`src/rtl/axis_histogram_pipe.sv`:
```
// Histogram accumulator: each AXI-Stream sample increments one saturating bin counter held in an external simple-dual-port BRAM.
// Latency: handshake t -> porta_addr t+1 -> rddata t+3 -> portb write t+4. A clear sweep takes 2^BRAM_ADDR_WIDTH cycles.
// Backpressure: s_axis_tready = cfg_enable in RUN only. It is low during init, drain and clear. The pipeline itself never stalls.
module axis_histogram_pipe #(
    parameter int AXIS_TDATA_WIDTH = 16,
    parameter int BRAM_DATA_WIDTH  = 32,
    parameter int BRAM_ADDR_WIDTH  = 14,
    parameter int BIN_SHIFT        = 0
) (
    input  logic                        aclk,
    input  logic                        areset,
    input  logic                        cfg_enable,
    input  logic                        cfg_clear,
    output logic                        sts_busy,
    output logic                        sts_overflow,
    output logic [31:0]                 sts_count,
    output logic                        s_axis_tready,
    input  logic [AXIS_TDATA_WIDTH-1:0] s_axis_tdata,
    input  logic                        s_axis_tvalid,
    output logic                        bram_porta_clk,
    output logic                        bram_porta_rst,
    output logic [BRAM_ADDR_WIDTH-1:0]  bram_porta_addr,
    input  logic [BRAM_DATA_WIDTH-1:0]  bram_porta_rddata,
    output logic                        bram_portb_clk,
    output logic                        bram_portb_rst,
    output logic [BRAM_ADDR_WIDTH-1:0]  bram_portb_addr,
    output logic [BRAM_DATA_WIDTH-1:0]  bram_portb_wrdata,
    output logic                        bram_portb_we
);

    // The bin field must lie entirely inside the sample word.
    generate
        if (BIN_SHIFT + BRAM_ADDR_WIDTH > AXIS_TDATA_WIDTH) begin : g_bad_bin_field
            $error("axis_histogram_pipe: BIN_SHIFT + BRAM_ADDR_WIDTH exceeds AXIS_TDATA_WIDTH");
        end
    endgenerate

    localparam logic [BRAM_ADDR_WIDTH-1:0] ADDR_LAST = '1;
    localparam logic [BRAM_DATA_WIDTH-1:0] CNT_MAX   = '1;
    localparam logic [31:0]                STS_MAX   = '1;

    typedef enum logic [1:0] {
        ST_INIT  = 2'd0,
        ST_CLEAR = 2'd1,
        ST_RUN   = 2'd2,
        ST_DRAIN = 2'd3
    } state_t;

    // One completed counter write, kept around so later reads of the same bin can be forwarded.
    typedef struct packed {
        logic                       vld;
        logic [BRAM_ADDR_WIDTH-1:0] bin;
        logic [BRAM_DATA_WIDTH-1:0] dat;
    } wr_hist_t;

    state_t                      state_q;
    state_t                      state_d;
    logic                        clear_entry;
    logic                        hs;
    logic [BRAM_ADDR_WIDTH-1:0]  hs_bin;
    logic                        s1_vld;
    logic                        s2_vld;
    logic                        s3_vld;
    logic                        s4_vld;
    logic [BRAM_ADDR_WIDTH-1:0]  s2_bin;
    logic [BRAM_ADDR_WIDTH-1:0]  s3_bin;
    wr_hist_t                    w1_q;
    wr_hist_t                    w2_q;
    logic [BRAM_DATA_WIDTH-1:0]  base_val;
    logic [BRAM_DATA_WIDTH-1:0]  new_val;
    logic                        sat;
    logic                        unused_tdata;

    assign bram_porta_clk = aclk;
    assign bram_porta_rst = areset;
    assign bram_portb_clk = aclk;
    assign bram_portb_rst = areset;

    assign hs           = s_axis_tvalid & s_axis_tready;
    assign hs_bin       = s_axis_tdata[BIN_SHIFT +: BRAM_ADDR_WIDTH];
    // Bits outside the bin field are don't-care for this block.
    assign unused_tdata = ^s_axis_tdata;

    // State register.
    always_ff @(posedge aclk or posedge areset) begin
        if (areset) begin
            state_q <= ST_INIT;
        end else begin
            state_q <= state_d;
        end
    end

    // Next-state logic. DRAIN leaves when S1..S3 are empty, so the last S4 write lands in the final DRAIN cycle.
    always_comb begin
        state_d = state_q;
        case (state_q)
            ST_INIT:  state_d = ST_CLEAR;
            ST_CLEAR: if (!cfg_clear && bram_portb_addr == ADDR_LAST) state_d = ST_RUN;
            ST_RUN:   if (cfg_clear) state_d = ST_DRAIN;
            ST_DRAIN: if (!s1_vld && !s2_vld && !s3_vld) state_d = ST_CLEAR;
            default:  state_d = ST_INIT;
        endcase
    end

    // FSM outputs: sample acceptance and the one-cycle strobe on entering CLEAR.
    always_comb begin
        s_axis_tready = 1'b0;
        clear_entry   = 1'b0;
        if (state_q == ST_RUN) s_axis_tready = cfg_enable;
        if (state_d == ST_CLEAR && state_q != ST_CLEAR) clear_entry = 1'b1;
    end

    // S1..S3: read address issue and two cycles of BRAM read latency. porta_addr doubles as the S1 bin.
    always_ff @(posedge aclk or posedge areset) begin
        if (areset) begin
            s1_vld          <= 1'b0;
            s2_vld          <= 1'b0;
            s3_vld          <= 1'b0;
            s2_bin          <= '0;
            s3_bin          <= '0;
            bram_porta_addr <= '0;
        end else begin
            s1_vld <= hs;
            s2_vld <= s1_vld;
            s3_vld <= s2_vld;
            s2_bin <= bram_porta_addr;
            s3_bin <= s2_bin;
            if (hs) bram_porta_addr <= hs_bin;
        end
    end

    // S3 base value: the newest in-flight write to the same bin wins over the (possibly stale) BRAM data.
    always_comb begin
        base_val = bram_porta_rddata;
        if (s4_vld && bram_portb_addr == s3_bin) begin
            base_val = bram_portb_wrdata;
        end else if (w1_q.vld && w1_q.bin == s3_bin) begin
            base_val = w1_q.dat;
        end else if (w2_q.vld && w2_q.bin == s3_bin) begin
            base_val = w2_q.dat;
        end
        sat     = (base_val == CNT_MAX);
        new_val = sat ? base_val : base_val + 1'b1;
    end

    // Port B / S4: the clear sweep owns the port in CLEAR; otherwise it carries S4 increments.
    always_ff @(posedge aclk or posedge areset) begin
        if (areset) begin
            s4_vld            <= 1'b0;
            bram_portb_we     <= 1'b0;
            bram_portb_addr   <= '0;
            bram_portb_wrdata <= '0;
        end else begin
            s4_vld <= s3_vld && (state_d != ST_CLEAR);
            if (state_d == ST_CLEAR) begin
                bram_portb_we     <= 1'b1;
                bram_portb_wrdata <= '0;
                if (state_q != ST_CLEAR || cfg_clear) begin
                    bram_portb_addr <= '0;
                end else begin
                    bram_portb_addr <= bram_portb_addr + 1'b1;
                end
            end else if (s3_vld) begin
                bram_portb_we     <= 1'b1;
                bram_portb_addr   <= s3_bin;
                bram_portb_wrdata <= new_val;
            end else begin
                bram_portb_we <= 1'b0;
            end
        end
    end

    // Forwarding history: the two pipeline writes preceding the current S4 write. Clear writes are not recorded.
    always_ff @(posedge aclk or posedge areset) begin
        if (areset) begin
            w1_q <= '0;
            w2_q <= '0;
        end else begin
            w1_q.vld <= s4_vld;
            w1_q.bin <= bram_portb_addr;
            w1_q.dat <= bram_portb_wrdata;
            w2_q     <= w1_q;
        end
    end

    // Status: busy outside RUN, sticky overflow and saturating sample count, both zeroed on entry to CLEAR.
    always_ff @(posedge aclk or posedge areset) begin
        if (areset) begin
            sts_busy     <= 1'b1;
            sts_overflow <= 1'b0;
            sts_count    <= '0;
        end else begin
            sts_busy <= (state_d != ST_RUN);
            if (clear_entry) begin
                sts_overflow <= 1'b0;
                sts_count    <= '0;
            end else begin
                if (s3_vld && sat) sts_overflow <= 1'b1;
                if (hs && sts_count != STS_MAX) sts_count <= sts_count + 1'b1;
            end
        end
    end

endmodule
```
`config.mk`:
```
export PLATFORM = sky130hd
export DESIGN_NAME = axis_histogram_pipe
export DESIGN_NICKNAME = d
export VERILOG_FILES = /design/src/rtl/axis_histogram_pipe.sv
export SDC_FILE = /design/constraint.sdc
export NUM_CORES = 1
export LEC_CHECK = 0
export CORE_ASPECT_RATIO = 0.6
export CORE_MARGIN = 2
export CORE_UTILIZATION = 36
export DETAILED_ROUTE_END_ITERATION = 6
export GPL_TIMING_DRIVEN = 0
export PLACE_DENSITY = 0.65
export SLEW_MARGIN = 25
export SYNTH_ARGS = -nofsm -noshare
export SYNTH_HDL_FRONTEND = slang
export SYNTH_SLANG_ARGS = --single-unit
```
`constraint.sdc`:
```
create_clock -name aclk -period 7.4 [get_ports aclk]
set_input_delay 1.48 -clock aclk [delete_from_list [all_inputs] [get_ports aclk]]
set_output_delay 1.48 -clock aclk [all_outputs]
set_load 0.1 [all_outputs]
```
* Word-level counts from Yosys, hierarchy flattened
Index checks and enable logic that the tools add are counted.
** Word-level totals
- Register bits :: 223
- Input bits :: 53
- Output and inout bits :: 100
** Operators by class
- Add/sub/neg operators :: 3
- Equality and inequality tests :: 13
- Multiplexer cells :: 21
- Bitwise logic cells :: 1
- Reductions and logical operators :: 19
** Operators with widths (number)
- $mux W32 :: 8
- $add A32 B1 Y32 const B :: 2
- $eq A14 B14 Y1 :: 3
- $mux W14 :: 3
- $eq A32 B32 Y1 const B :: 1
- $ne A32 B32 Y1 const B :: 1
- $add A14 B1 Y14 const B :: 1
- $eq A14 B14 Y1 const B :: 1
- $logic_and A1 B1 Y1 :: 10
- $pmux W2 S4 :: 1
- $mux W1 :: 6
- $mux W2 :: 3
- $reduce_bool A2 Y1 :: 3
- $eq A2 B1 Y1 const B :: 2
- $eq A2 B2 Y1 const B :: 2
- $logic_not A1 Y1 :: 4
- $ne A2 B1 Y1 const B :: 2
- $logic_not A2 Y1 :: 1
- $ne A2 B2 Y1 const B :: 1
- $and A1 B1 Y1 :: 1
- $logic_or A1 B1 Y1 :: 1

* Logic depth before layout (Yosys ltp)
- Depth after elaboration :: 9
- Depth in mapped cells :: 15

==> impl_metrics.tcl <==
set metrics [dict create \
    die_h_um 135.5 \
    hpwl_um 25140 \
    hold_viol_final 0 \
    setup_viol 0 \
    finalClockSkew_ns 0.02197 \
    synth-main-ff-cell "dfrtp_1" \
    setup-tns-final_ns 0 \
    start_util 0.3639 \
    clk_pin_slew_ns 0.06 \
    syn_inst 1004 \
    first_pass_iters 6 \
    rsz0062_at_grt "false" \
    syn_nets 1060 \
    vias_per_cell 5.615 \
    wire_per_inst_um 21.61 \
    cts_resized 0 \
    netlist_area_mm2 0.01038 \
    power_density_mw_per_mm2 215.7 \
    synth_seq_cells 223 \
    diodes 0 \
    async_reset_ff_frac 1.000 \
    required_ns 5.92 \
    final_area_mm2 0.01343 \
    antenna_found_initial 0 \
    die_x_um 223.2 \
    area_delta_synth_final_pct 29.42 \
    nNetsFinal 1246 \
    fillCellCount 2583 \
    grt_max_degree 33 \
    cts_setup_buffers 0 \
    gr-usage-all-layers 0.2305 \
    route.detailed.drc 0 \
    ant_nets 0 \
    synth_cell_types 64 \
    cts_tree "yes" \
    yosysSeqAreaShare 0.5377 \
    slew_violations 0 \
    crit_fanout 2 \
    min_path_type "register to register" \
    timing.slew.headroom 0.2904 \
    core_area_mm2 0.02853 \
    end_kind "output port" \
    overflow 0 \
    die-area_mm2 0.03025 \
    worstMarginPinSlew_ns 1.061 \
    ir_drop_uv 372.0 \
    fp-row-count 48 \
    initialDrtViolationCount 886 \
    synth_edf_count 0 \
    totalWireLength_um 34170 \
    grt_pass1_wl_um 53140 \
    cp-start-kind "clock port" \
    yosysWarnings 0 \
    outcome "completed" \
    place.gp.congestion 0.9582 \
    grt_pass1_vias 8680 \
    synth.avg_cell_area_um2 10.34 \
    maxCapViolCount 0 \
    arrival_ns 5.03 \
    drive_above_1_share 0.06551 \
    placement.io_buffers 150 \
    p_leak_uw 0.005645 \
    ctsHoldBuffers 0 \
    ios 153 \
    fin_worst_hold_slack_ns 0.3471 \
    post_dp_cell_area_mm2 0.01250 \
    clk_latency_ns 0.63 \
    vias 8877 \
    crit_type "clock port to output port" \
]
-- stage by stage --
| step | power [uW] | utilization | std cells | worst slack, ns |
|---|---|---|---|---|
| detailed placement | 1531 | 0.4382 | 1536 | 1.167 |
| global placement | 1520 | 0.4331 | 1529 | 1.167 |
| floorplan | 1441 | - | 1004 | 2.008 |
| CTS | 2928 | 0.4709 | 1581 | 0.8836 |
| finish | 2897 | 0.4709 | 1581 | 0.8942 |
| global route | 3001 | 0.4709 | 1581 | 0.8632 |
-- layout make-up --
cell class	count	area [um2]	share of cell area
multi-input cells	711	4497	0.3347
flip-flops and latches	223	5582	0.4155
well taps	375	469.2	0.03493
plain buffers	59	260.3	0.01937
inverters	11	45.04	0.003353
clock inverters	14	211.5	0.01574
repair buffers	155	1629	0.1213
clock buffers	33	740.7	0.05514
-- routing by layer --
layer | vias to the layer above | share of wire | global-route usage
met2 | 437 | 0.40 | 0.3059
li1 | 4075 | - | -
met5 | - | 0 | 0
met1 | 4318 | 0.48 | 0.3522
met3 | 47 | 0.11 | 0.08111
met4 | 0 | 0.018 | 0.05406
-- power by group --
group | total, uW | internal, uW | switching (uW) | leakage [uW]
registers | 1230 | 1220 | 4.36 | 0.00310
clock network | 1510 | 900 | 609 | 0.000472
logic | 161 | 61.0 | 100 | 0.00208
total | 2900 | 2180 | 713 | 0.00565
-- synthesized netlist by cell type (all sizes together) (18+ instances only) --
master  count  area share
a211oi     37       0.027
a21oi      21       0.010
and3       20       0.012
clkbuf     42       0.015
dfrtp     222        0.54
mux2i      21       0.020
nand2     126       0.046
nand3      63       0.030
nand4      32       0.019
nor2       58       0.021
o21ai      78       0.038
o41a       27       0.029
xnor2      50       0.042
xor2       18       0.015
-- placed cells by master (no fill, tap or decap), types with 10 or more instances in the layout --
master / n
a211oi_1: 37
a21oi_1: 21
a221o_1: 10
and3_1: 20
buf_2: 10
clkbuf_1: 43
clkbuf_16: 27
clkdlybuf4s50_1: 150
dfrtp_1: 222
mux2i_1: 21
nand2_1: 126
nand3_1: 63
nand4_1: 32
nor2_1: 58
nor3_1: 13
o21ai_0: 56
o21ai_1: 20
o41a_1: 27
or3_1: 17
or4_1: 11
xnor2_1: 50
xor2_1: 18
-- worst max-delay path: stages --
cell,delay [ns]
clkbuf_16,0.13
clkbuf_16,0.13
buf_4,0.11
clkdlybuf4s50_1,0.95
-- worst paths after layout --
check	startpoint	end	slack, ns	depth (start not counted)
max	aclk	bram_portb_clk	0.89	4
min	s2_bin[5]	s3_bin[5]	0.35	0
max reg2reg	s3_bin[9]	bram_portb_wrdata[24]	2.41	13
min reg2reg	s2_bin[5]	s3_bin[5]	0.35	0
max in group asynchronous	areset	sts_count[16]	4.81	6
min in group asynchronous	areset	w2_q[24]	1.37	2
-- flip-flops by register name, indices dropped and copies added, names as in the netlist --
signal and count:
s4_vld 1, bram_porta_addr 14, s1_vld 1, sts_count 32, bram_portb_we 1, bram_portb_wrdata 32
sts_overflow 1, w1_q 47, sts_busy 1, state_q 2, w2_q 47, bram_portb_addr 14
s3_vld 1, s2_bin 14, s3_bin 14, s2_vld 1
-- logic make-up (layout without fill, tap and decap cells) --
family,Yosys count,count (layout),share of synthesized area
DFF,223,223,0.5377
AOI/OAI and AO/OA,232,232,0.1627
xor gates and xnor gates,68,68,0.05738
buffers and inverters,70,272,0.02905
muxes,21,21,0.02025
adders and majority gates,3,3,0.003617
and+or+nand+nor,387,387,0.1892
Power figures use the tool's default switching activity.
